<file path="src/rtl/cf_seq_pkg.sv">
// Shared types and default micro-op encodings for the control-flow sequencer.
// Pure declarations; no timing or backpressure of its own.
package cf_seq_pkg;
   typedef enum logic [2:0] {
      S_IDLE, S_PUSH, S_PUSHF, S_POPF, S_POPF_W, S_POP, S_POP_W, S_REDIRECT
   } state_t;

   typedef enum logic [1:0] {
      OP_CALL = 2'b00, OP_RET = 2'b01, OP_RTI = 2'b10, OP_RSVD = 2'b11
   } req_op_t;

   // Selects where the redirect target comes from.
   typedef enum logic [1:0] {K_CALL, K_INT, K_RET} kind_t;

   localparam int          IDX_W       = 3;
   localparam logic [15:0] DEF_PUSH_OP  = 16'h6008;
   localparam logic [15:0] DEF_POP_OP   = 16'h7008;
   localparam logic [15:0] DEF_PUSHF_OP = 16'h6010;
   localparam logic [15:0] DEF_POPF_OP  = 16'h7010;
endpackage

</file>
<file path="src/rtl/cf_word_shifter.sv">
// Word view of a PC: selects word i for a push, and merges a popped word into slot i.
// Purely combinational; no handshake.
module cf_word_shifter import cf_seq_pkg::*; #(
   parameter int PC_W   = 32,
   parameter int DATA_W = 16
) (
   input  logic [PC_W-1:0]   push_pc,
   input  logic [IDX_W-1:0]  push_idx,
   output logic [DATA_W-1:0] push_word,
   input  logic [PC_W-1:0]   asm_pc,
   input  logic [IDX_W-1:0]  pop_idx,
   input  logic [DATA_W-1:0] pop_word,
   output logic [PC_W-1:0]   asm_out
);
   localparam int NW = PC_W / DATA_W;

   always_comb begin
      push_word = '0;
      asm_out   = asm_pc;
      for (int i = 0; i < NW; i++) begin
         if (push_idx == IDX_W'(i)) push_word = push_pc[i*DATA_W +: DATA_W];
         if (pop_idx == IDX_W'(i))  asm_out[i*DATA_W +: DATA_W] = pop_word;
      end
   end
endmodule

</file>
<file path="src/rtl/ctrl_flow_seq.sv">
// CALL/RET/INT/RTI micro-op sequencer: first micro-op one cycle after acceptance, registered outputs.
// Accepts only in IDLE with irq low; pop states wait indefinitely on pop_valid while holding stall.
module ctrl_flow_seq import cf_seq_pkg::*; #(
   parameter int              PC_W       = 32,
   parameter int              DATA_W     = 16,
   parameter int              FLAGS_W    = 4,
   parameter logic [PC_W-1:0] INT_VECTOR = '0,
   parameter logic [DATA_W-1:0] PUSH_OP  = DEF_PUSH_OP,
   parameter logic [DATA_W-1:0] POP_OP   = DEF_POP_OP,
   parameter logic [DATA_W-1:0] PUSHF_OP = DEF_PUSHF_OP,
   parameter logic [DATA_W-1:0] POPF_OP  = DEF_POPF_OP
) (
   input  logic               clk,
   input  logic               reset,
   input  logic               req_valid,
   input  logic [1:0]         req_op,
   output logic               req_ready,
   input  logic               irq,
   input  logic [PC_W-1:0]    target,
   input  logic [PC_W-1:0]    ret_pc,
   input  logic [FLAGS_W-1:0] flags_in,
   input  logic               pop_valid,
   input  logic [DATA_W-1:0]  pop_data,
   output logic [DATA_W-1:0]  inject_instr,
   output logic               inject_valid,
   output logic [DATA_W-1:0]  push_data,
   output logic               stall,
   output logic               change_pc,
   output logic [PC_W-1:0]    pc_out,
   output logic               flags_restore,
   output logic [FLAGS_W-1:0] flags_out,
   output logic               busy
);
   localparam int              NW   = PC_W / DATA_W;
   localparam logic [IDX_W-1:0] LAST = IDX_W'(NW - 1);

   state_t              state, state_n;
   kind_t               kind, kind_n;
   logic [IDX_W-1:0]    idx, idx_n;
   logic [PC_W-1:0]     target_q, target_n, ret_q, ret_n, asm_q, asm_n, asm_merged;
   logic [FLAGS_W-1:0]  flags_q, flags_n;
   logic [DATA_W-1:0]   push_word;

   logic [DATA_W-1:0]   inject_instr_n, push_data_n;
   logic                inject_valid_n, stall_n, change_pc_n, flags_restore_n;
   logic [PC_W-1:0]     pc_out_n;
   logic [FLAGS_W-1:0]  flags_out_n;

   assign req_ready = (state == S_IDLE) & ~irq;

   cf_word_shifter #(.PC_W(PC_W), .DATA_W(DATA_W)) u_shift (
      .push_pc  (ret_n),
      .push_idx (idx_n),
      .push_word(push_word),
      .asm_pc   (asm_q),
      .pop_idx  (idx),
      .pop_word (pop_data),
      .asm_out  (asm_merged)
   );

   always_comb begin
      state_n  = state;
      kind_n   = kind;
      idx_n    = idx;
      target_n = target_q;
      ret_n    = ret_q;
      asm_n    = asm_q;
      flags_n  = flags_q;
      flags_out_n     = flags_out;
      flags_restore_n = 1'b0;

      case (state)
         S_IDLE: begin
            if (irq) begin
               ret_n   = ret_pc;
               flags_n = flags_in;
               kind_n  = K_INT;
               idx_n   = '0;
               state_n = S_PUSH;
            end else if (req_valid) begin
               target_n = target;
               ret_n    = ret_pc;
               flags_n  = flags_in;
               case (req_op)
                  OP_CALL: begin kind_n = K_CALL; idx_n = '0;   state_n = S_PUSH; end
                  OP_RET:  begin kind_n = K_RET;  idx_n = LAST; state_n = S_POP;  end
                  OP_RTI:  begin kind_n = K_RET;  idx_n = LAST; state_n = S_POPF; end
                  default: ;
               endcase
            end
         end
         S_PUSH: begin
            if (idx == LAST) state_n = (kind == K_INT) ? S_PUSHF : S_REDIRECT;
            else             idx_n   = idx + IDX_W'(1);
         end
         S_PUSHF: state_n = S_REDIRECT;
         S_POPF:  state_n = S_POPF_W;
         S_POPF_W: begin
            if (pop_valid) begin
               flags_out_n     = pop_data[FLAGS_W-1:0];
               flags_restore_n = 1'b1;
               idx_n           = LAST;
               state_n         = S_POP;
            end
         end
         S_POP: state_n = S_POP_W;
         S_POP_W: begin
            if (pop_valid) begin
               asm_n = asm_merged;
               if (idx == '0) state_n = S_REDIRECT;
               else begin
                  idx_n   = idx - IDX_W'(1);
                  state_n = S_POP;
               end
            end
         end
         S_REDIRECT: state_n = S_IDLE;
         default:    state_n = S_IDLE;
      endcase
   end

   // Output values are derived from the state being entered so they line up with it once registered.
   always_comb begin
      inject_instr_n = '0;
      inject_valid_n = 1'b0;
      push_data_n    = '0;
      stall_n        = 1'b0;
      change_pc_n    = 1'b0;
      pc_out_n       = pc_out;
      case (state_n)
         S_PUSH: begin
            inject_instr_n = PUSH_OP + DATA_W'(idx_n);
            inject_valid_n = 1'b1;
            push_data_n    = push_word;
            stall_n        = 1'b1;
         end
         S_PUSHF: begin
            inject_instr_n = PUSHF_OP;
            inject_valid_n = 1'b1;
            push_data_n    = DATA_W'(flags_n);
            stall_n        = 1'b1;
         end
         S_POPF: begin
            inject_instr_n = POPF_OP;
            inject_valid_n = 1'b1;
            stall_n        = 1'b1;
         end
         S_POP: begin
            inject_instr_n = POP_OP + DATA_W'(idx_n);
            inject_valid_n = 1'b1;
            push_data_n    = push_word;
            stall_n        = 1'b1;
         end
         S_POPF_W, S_POP_W: stall_n = 1'b1;
         S_REDIRECT: begin
            change_pc_n = 1'b1;
            case (kind_n)
               K_INT:   pc_out_n = INT_VECTOR;
               K_RET:   pc_out_n = asm_n;
               default: pc_out_n = target_n;
            endcase
         end
         default: ;
      endcase
   end

   always_ff @(posedge clk or negedge reset) begin
      if (!reset) begin
         state         <= S_IDLE;
         kind          <= K_CALL;
         idx           <= '0;
         target_q      <= '0;
         ret_q         <= '0;
         asm_q         <= '0;
         flags_q       <= '0;
         inject_instr  <= '0;
         inject_valid  <= 1'b0;
         push_data     <= '0;
         stall         <= 1'b0;
         change_pc     <= 1'b0;
         pc_out        <= '0;
         flags_restore <= 1'b0;
         flags_out     <= '0;
         busy          <= 1'b0;
      end else begin
         state         <= state_n;
         kind          <= kind_n;
         idx           <= idx_n;
         target_q      <= target_n;
         ret_q         <= ret_n;
         asm_q         <= asm_n;
         flags_q       <= flags_n;
         inject_instr  <= inject_instr_n;
         inject_valid  <= inject_valid_n;
         push_data     <= push_data_n;
         stall         <= stall_n;
         change_pc     <= change_pc_n;
         pc_out        <= pc_out_n;
         flags_restore <= flags_restore_n;
         flags_out     <= flags_out_n;
         busy          <= (state_n != S_IDLE);
      end
   end
endmodule

</file>
<file path="config.mk">
export PLATFORM = sky130hd
export DESIGN_NAME = ctrl_flow_seq
export DESIGN_NICKNAME = d
export VERILOG_FILES = /design/src/rtl/cf_seq_pkg.sv /design/src/rtl/cf_word_shifter.sv /design/src/rtl/ctrl_flow_seq.sv
export SDC_FILE = /design/constraint.sdc
export NUM_CORES = 1
export LEC_CHECK = 0
export CORE_UTILIZATION = 35
export DETAILED_ROUTE_END_ITERATION = 10
export SETUP_SLACK_MARGIN = 0.2
export SLEW_MARGIN = 20
export SYNTH_ARGS = -nofsm -noshare
export SYNTH_HDL_FRONTEND = slang
export SYNTH_SLANG_ARGS = --single-unit
</file>
<file path="constraint.sdc">
create_clock -name clk -period 5.58 [get_ports clk]
set_input_delay 0.558 -clock clk [delete_from_list [all_inputs] [get_ports clk]]
set_output_delay 0.558 -clock clk [all_outputs]
set_load 0.02 [all_outputs]
</file>
==> flow_metrics.env <==
export IMPL_routed_wl_mm=17.9
export IMPL_antenna_found_initial=0
export IMPL_initial_core_util=0.360
export IMPL_postCtsHoldBufs=0
export IMPL_worst_slew_pin_slew_ns=0.995
export IMPL_flow_area_growth_from_synthesis_pct=31.4
export IMPL_top_level_ports=165
export IMPL_die_area_mm2=0.0216
export IMPL_post_synth_inst_count=562
export IMPL_finalSetupTns_ns=0
export IMPL_rows=52
export IMPL_fillers=1853
export IMPL_cts_max_path_buffers=2
export IMPL_detailedRoute_firstPassIterationCount=4
export IMPL_core_mm2=0.0204
export IMPL_port_buffer_count=156
export IMPL_sequential_to_total_area_share_from_yosys_stat=0.582
export IMPL_routabilityCongestion=0.845
export IMPL_final_net_count=809
export IMPL_cts_htree_levels=4
export IMPL_groute_layer_met1_usage=0.230
export IMPL_library_cell_used_as_clock_root_buffer="sky130_fd_sc_hd__clkbuf_16"
export IMPL_globalRoute_busiestLayer="met2"
export IMPL_synth_edff_count=0
export IMPL_detailedPlacementHpwl_mm=12.1
export IMPL_tritoncts_num_buffers=17
export IMPL_post_cts_setup_repair_bufs=0
export IMPL_netlist_area_mm2=0.00735
export IMPL_floorplan_die_height_um=147
export IMPL_max_transition_margin=0.336
export IMPL_grt_pass1_wl_mm=29.1
export IMPL_timing_setup_critical_path_class="primary input to flip-flop"
export IMPL_rrSetupSlack_ns=2.16
export IMPL_vias=4896
export IMPL_netlist_top_cell_by_area="sky130_fd_sc_hd__dfrtp_1"
export IMPL_ys_seq_elements=171
export IMPL_gr_usage_met3=0.0602
export IMPL_clk_pin_slew_ns=0.06
export IMPL_postSynth_asyncResetShare=1.00
export IMPL_pin_count_of_the_biggest_net_entering_global_routing=72
export IMPL_p_leak_uw=0.00431
export IMPL_final_setup_worst_slack_ns=1.97
export IMPL_post_synthesis_cell_type_count=46
export IMPL_routed_wl_per_cell_um=18.1
export IMPL_outcome="completed"
export IMPL_cts_resized=0
export IMPL_num_antenna_cells=0
export IMPL_critical_path_reg2reg_endpoint="pc_out[11]"
export IMPL_antenna_violating_nets_post_route=0
export IMPL_tritoncts="built"
export IMPL_die_x_um=147
export IMPL_clock_sink_count=171
export IMPL_met2_usage=0.272
export IMPL_reg2regPathDepth=8
export IMPL_yosys_warnings=0
export IMPL_yosys_most_used_dff="sky130_fd_sc_hd__dfrtp_1"
export IMPL_via_count_of_the_first_global_routing_pass=5230
export IMPL_vias_per_cell=4.94
export IMPL_ir_drop_uv=231
export IMPL_crit_fanout=33
export IMPL_synth_top_cells_by_area="sky130_fd_sc_hd__dfrtp_1 58%, sky130_fd_sc_hd__mux2_2 15%, sky130_fd_sc_hd__mux2i_1 4.5%, sky130_fd_sc_hd__a22oi_1 3.5%, sky130_fd_sc_hd__inv_1 2.5%"
export IMPL_drc_errors=0
export IMPL_globalRouteTotalUtil=0.174
export IMPL_slew_violations=0
export IMPL_timing_hold_violations_final=0
export IMPL_maxCapViolCount=0
export IMPL_report_final_setup_viol=0
export IMPL_grt_setup_unrepaired="no"
export IMPL_worst_clock_skew_ns=0.0122
export IMPL_synthDominantCellAreaShare=0.582
export IMPL_clk_insertion_delay_late_ns=0.43
export IMPL_syn_avg_cell_area_um2=13.1
export IMPL_required_ns=5.92
export IMPL_gr_total_overflow=0
export IMPL_finalCriticalPeriod_ns=3.61
export IMPL_max_clock_freq_mhz=277
export IMPL_power_density_mw_per_mm2=584
export IMPL_critPathCaptureType="flip-flop"
export IMPL_startpoint="req_op[0]"
export IMPL_drive_above_1_share=0.208
export IMPL_r2r_start="state[1]"
export IMPL_worst_ep_arrival_time_ns=3.95
export IMPL_drt_iter0_drc=235
export IMPL_place_worst_setup_slack_ns=1.54
export IMPL_start_kind="primary input"
export IMPL_timing_final_crit_share=0.648
export IMPL_min_delay_path_class="primary input to async pin"
worst max path at each step:
stage | endpoint | slack [ns]
6_report | pc_out[11] | 1.97
5_1_grt | pc_out[3] | 1.75
4_1_cts | pc_out[11] | 1.98
3_5_place_dp | pc_out[11] | 1.54
3_3_place_gp | pc_out[10] | 1.39
2_1_floorplan | pc_out[10] | 3.04
stage by stage:
stage          hold slack, ns  instance area [um^2]  utilization  total power [uW]  cells
3_3_place_gp            0.476                  9090        0.445              4450    960
5_1_grt                 0.124                  9660        0.473              6010    991
4_1_cts                 0.103                  9660        0.473              5690    991
6_report               0.0871                  9660        0.473              5650    991
3_5_place_dp            0.483                  9090        0.445              4530    960
2_1_floorplan           0.262                  7380            -              3680    569
cell usage in the layout (no fill, tap or decap), types with 12 or more instances in the layout:
master	count
sky130_fd_sc_hd__dfrtp_1	171
sky130_fd_sc_hd__clkdlybuf4s50_1	155
sky130_fd_sc_hd__mux2_2	97
sky130_fd_sc_hd__inv_1	48
sky130_fd_sc_hd__a22oi_1	34
sky130_fd_sc_hd__mux2i_1	33
sky130_fd_sc_hd__a21oi_1	20
sky130_fd_sc_hd__nor3_1	17
sky130_fd_sc_hd__clkbuf_16	17
sky130_fd_sc_hd__nor4_1	12
power by group:
part           internal [uW]  switching [uW]  leakage [uW]  total, uW
clock network            642             508      0.000266       1150
registers               1790             219       0.00214       2010
logic                   1130            1350       0.00190       2480
total                   3570            2080       0.00431       5650
cell usage after synthesis (5+ instances only):
| master | n |
|---|---|
| sky130_fd_sc_hd__dfrtp_1 | 171 |
| sky130_fd_sc_hd__mux2_2 | 97 |
| sky130_fd_sc_hd__inv_1 | 48 |
| sky130_fd_sc_hd__a22oi_1 | 34 |
| sky130_fd_sc_hd__mux2i_1 | 33 |
| sky130_fd_sc_hd__a21oi_1 | 20 |
| sky130_fd_sc_hd__buf_2 | 17 |
| sky130_fd_sc_hd__nor3_1 | 17 |
| sky130_fd_sc_hd__nor4_1 | 12 |
| sky130_fd_sc_hd__buf_4 | 11 |
| sky130_fd_sc_hd__clkbuf_1 | 10 |
| sky130_fd_sc_hd__ha_1 | 9 |
| sky130_fd_sc_hd__nor2_1 | 8 |
| sky130_fd_sc_hd__mux2_1 | 7 |
| sky130_fd_sc_hd__nand2_1 | 7 |
| sky130_fd_sc_hd__nand2b_1 | 7 |
| sky130_fd_sc_hd__nor2b_1 | 5 |
| sky130_fd_sc_hd__o41ai_1 | 5 |
per-layer routing:
layer  share of wire  wire (um)
met2            0.46       8320
met5               0          0
met4           0.010        187
met1            0.45       8020
met3           0.076       1360
cells by family after synthesis:
group / Yosys count / share of synthesized area
other: 1 / 0.000510
muxes: 137 / 0.204
and+or+nand+nor: 75 / 0.0604
buffers and inverters: 90 / 0.0586
AOI/OAI and AO/OA: 79 / 0.0786
adders and majority gates: 9 / 0.0153
DFF: 171 / 0.582
registers in the layout, indices dropped and copies added (netlist names):
register and flops:
asm_q 32, busy 1, change_pc 1, flags_out 4, flags_q 4, flags_restore 1
idx 3, inject_instr 7, kind 2, pc_out 32, push_data 16, ret_q 32
stall 1, state 3, target_q 32
worst max-delay path: stages:
cell	delay, ns
sky130_fd_sc_hd__clkdlybuf4s50_1	0.56
sky130_fd_sc_hd__inv_1	0.07
sky130_fd_sc_hd__ha_1	0.29
sky130_fd_sc_hd__nor2_1	0.21
sky130_fd_sc_hd__a22oi_1	0.10
sky130_fd_sc_hd__o22ai_1	0.22
sky130_fd_sc_hd__ha_2	0.55
sky130_fd_sc_hd__nor2b_2	0.72
sky130_fd_sc_hd__buf_4	0.37
sky130_fd_sc_hd__a22oi_1	0.10
sky130_fd_sc_hd__mux2i_1	0.19
cell type report:
| class | instances | area, um^2 | area share |
|---|---|---|---|
| sequential | 171 | 4280 | 0.443 |
| multi-input combinational | 308 | 2680 | 0.277 |
| timing repair buffer | 163 | 1620 | 0.167 |
| clock buffer | 20 | 457 | 0.0473 |
| tap | 270 | 338 | 0.0350 |
| inverter | 48 | 180 | 0.0187 |
| clock inverter | 11 | 113 | 0.0117 |
Power figures use the tool's default switching activity.
==> variant, RTL diff (config.mk and constraints unchanged) <==
Set the parameter `FLAGS_W` to 3 (it was 4).
--- a/src/rtl/ctrl_flow_seq.sv
+++ b/src/rtl/ctrl_flow_seq.sv
@@ -5,3 +5,3 @@
    parameter int              DATA_W     = 16,
-   parameter int              FLAGS_W    = 4,
+   parameter int              FLAGS_W    = 3,
    parameter logic [PC_W-1:0] INT_VECTOR = '0,
Ports: changed (resized flags_in and flags_out); port bits go from 165 to 163. The function was not compared with the original's and may differ.
==> variant against the unedited design <==
Power grew 2.7%; fmax grew 1.0%; wire length fell by 4.5%; die area shrank 2.8%; setup slack better by 0.037 ns; sequential cell count down 2; synthesized cell count is 1.6% lower; first-iteration DRC count down 3.4%; design area down 2.1%; sequential power up 2%; critical path depth decreased by 3; area after synthesis fell by 2.8%; critical path type is now register to register; critical endpoint is now push_data[2].
==> variant: results (changes against the unedited design) <==
- Status: completed
- Reg2Reg Setup Slack: 2.00 ns (-0.16 ns)
- Adder-Cell Fraction of Synth Area: 1.58% (+0.044 points)
- Nets: 795 (-1.7%)
- Top delay family on crit path: compound AO/OA/AOI/OAI gates
- Post-synth top cells: 169 x dfrtp_1, 94 x mux2_2, 53 x nor2_1
- Pin count of the biggest net entering global routing: 107 (+49%)
- Met1 Use GR: 22.1% (-0.87 points)
- Final WL: 17100 µm (-4.5%)
- PostCTS Resize Cnt: 0 (unchanged)
- VDD IR-drop max: 0.000308 V (+33%)
- Max incr delay on CP: 0.96 ns (+0.24 ns)
- Mux cell area share after synthesis: 16.8% (-3.6 points)
- Slowest stage cell, crit path: a21oi_2
- First-iteration detailed-routing DRC count: 227 (-3.4%)
- DRT met1 WL: 7740 µm (-3.5%)
- M3 GR Usage: 6.94% (+0.92 points)
- Grt met2 use: 27.0% (-0.23 points)
- Met3 WL: 1410 µm (+3.6%)
- Clock Skews: 0.00892 ns (-0.00326 ns)
- IO buf count: 154 (-1.3%)
- Hpwl dp: 11400 µm (-5.5%)
- Detailed Routing Iterations Pass 1: 6 (+2)
- CP Max Fanout: 18 (-45%)
- First-pass GRT wire length: 27300 µm (-6.0%)
- Vias in the first global route: 5063 (-3.2%)
- Wire length on met2: 7830 µm (-5.8%)
- Pleak: 4.02 nW (-6.7%)
- P per Cell Area: 613 mW/mm² (+4.9%)
- Antenna violations before repair: 1 (+1)
- Worst-Skew Late Latency: 0.42 ns
- Xor/xnor share of the synthesized area: 0% (unchanged)
- Rel. slew slack: 32.7% (-0.82 points)
- Final min period: 3.58 ns (-0.0375 ns)
- DR vias: 4761 (-2.8%)
- GRT Util Overall: 17.2% (-0.22 points)
- Share of layout cells above drive strength 1: 22.3% (+1.5 points)
- Reg-to-Reg End: push_data[2]
- Maximum buffer depth of the clock tree: 2 (unchanged)
- P_seq: 2.05 mW (+2%)
- Global placement routability congestion: 0.774 (-8.5%)
- Ys async rst share: 100% (unchanged)
- Seq/Total Area, Yosys: 59.2% (+0.98 points)
- Placed instance area: 0.00887 mm² (-2.4%)
- Setup slack at placement: 1.84 ns (+0.306 ns)
- Synth Area in Compound Gates: 11.4% (+3.5 points)
- Sw Ratio: 38.1% (+1.4 points)
- CP Capture Type: register
- Top cells by area, synth: dfrtp_1 59%, mux2_2 15%, a22oi_1 3.6%, nor2_1 2.8%, a21oi_1 2.3%
- Crit. Startpoint: idx[0]
- Synth unique cells: 52 (+13%)
- Gate power share: 44.4% (+0.4 points)
- Critical Path AT: 3.85 ns (-0.10 ns)
## variant: cell count changes in the layout (fill, tap and decap cells not counted), moves of 4 or more
cell,unedited run,this run
nor3_1,17,2
nor2_1,6,50
a211oi_1,0,15
inv_1,48,13
nor4_1,12,0
mux2i_1,33,5
a211oi_2,0,9
a21oi_1,20,33
o41ai_1,5,1
## variant: worst min path at each step
stage	start	to	slack [ns]
global route	reset	state[1]	0.34
global placement	target_q[30]	target_q[30]	0.47
CTS	reset	inject_instr[12]	0.30
detailed placement	target_q[13]	target_q[13]	0.48
floorplan	reset	asm_q[0]	0.26
finish	reset	state[1]	0.26
## variant: area by class of cell
class,instances,area [µm²]
fillers,1732,10300
inverters,13,48.8
diodes,1,2.50
repair buffers,161,1600
well taps,265,332
multi-input cells,334,2670
flip-flops and latches,169,4230
clock buffers,17,425
clock inverters,15,158
## variant: metrics by stage
step	instances	hold WS, ns
final	975	0.259
after global routing	974	0.336
after CTS	974	0.297
after detailed placement	942	0.480
after global placement	942	0.472
after floorplan	560	0.262
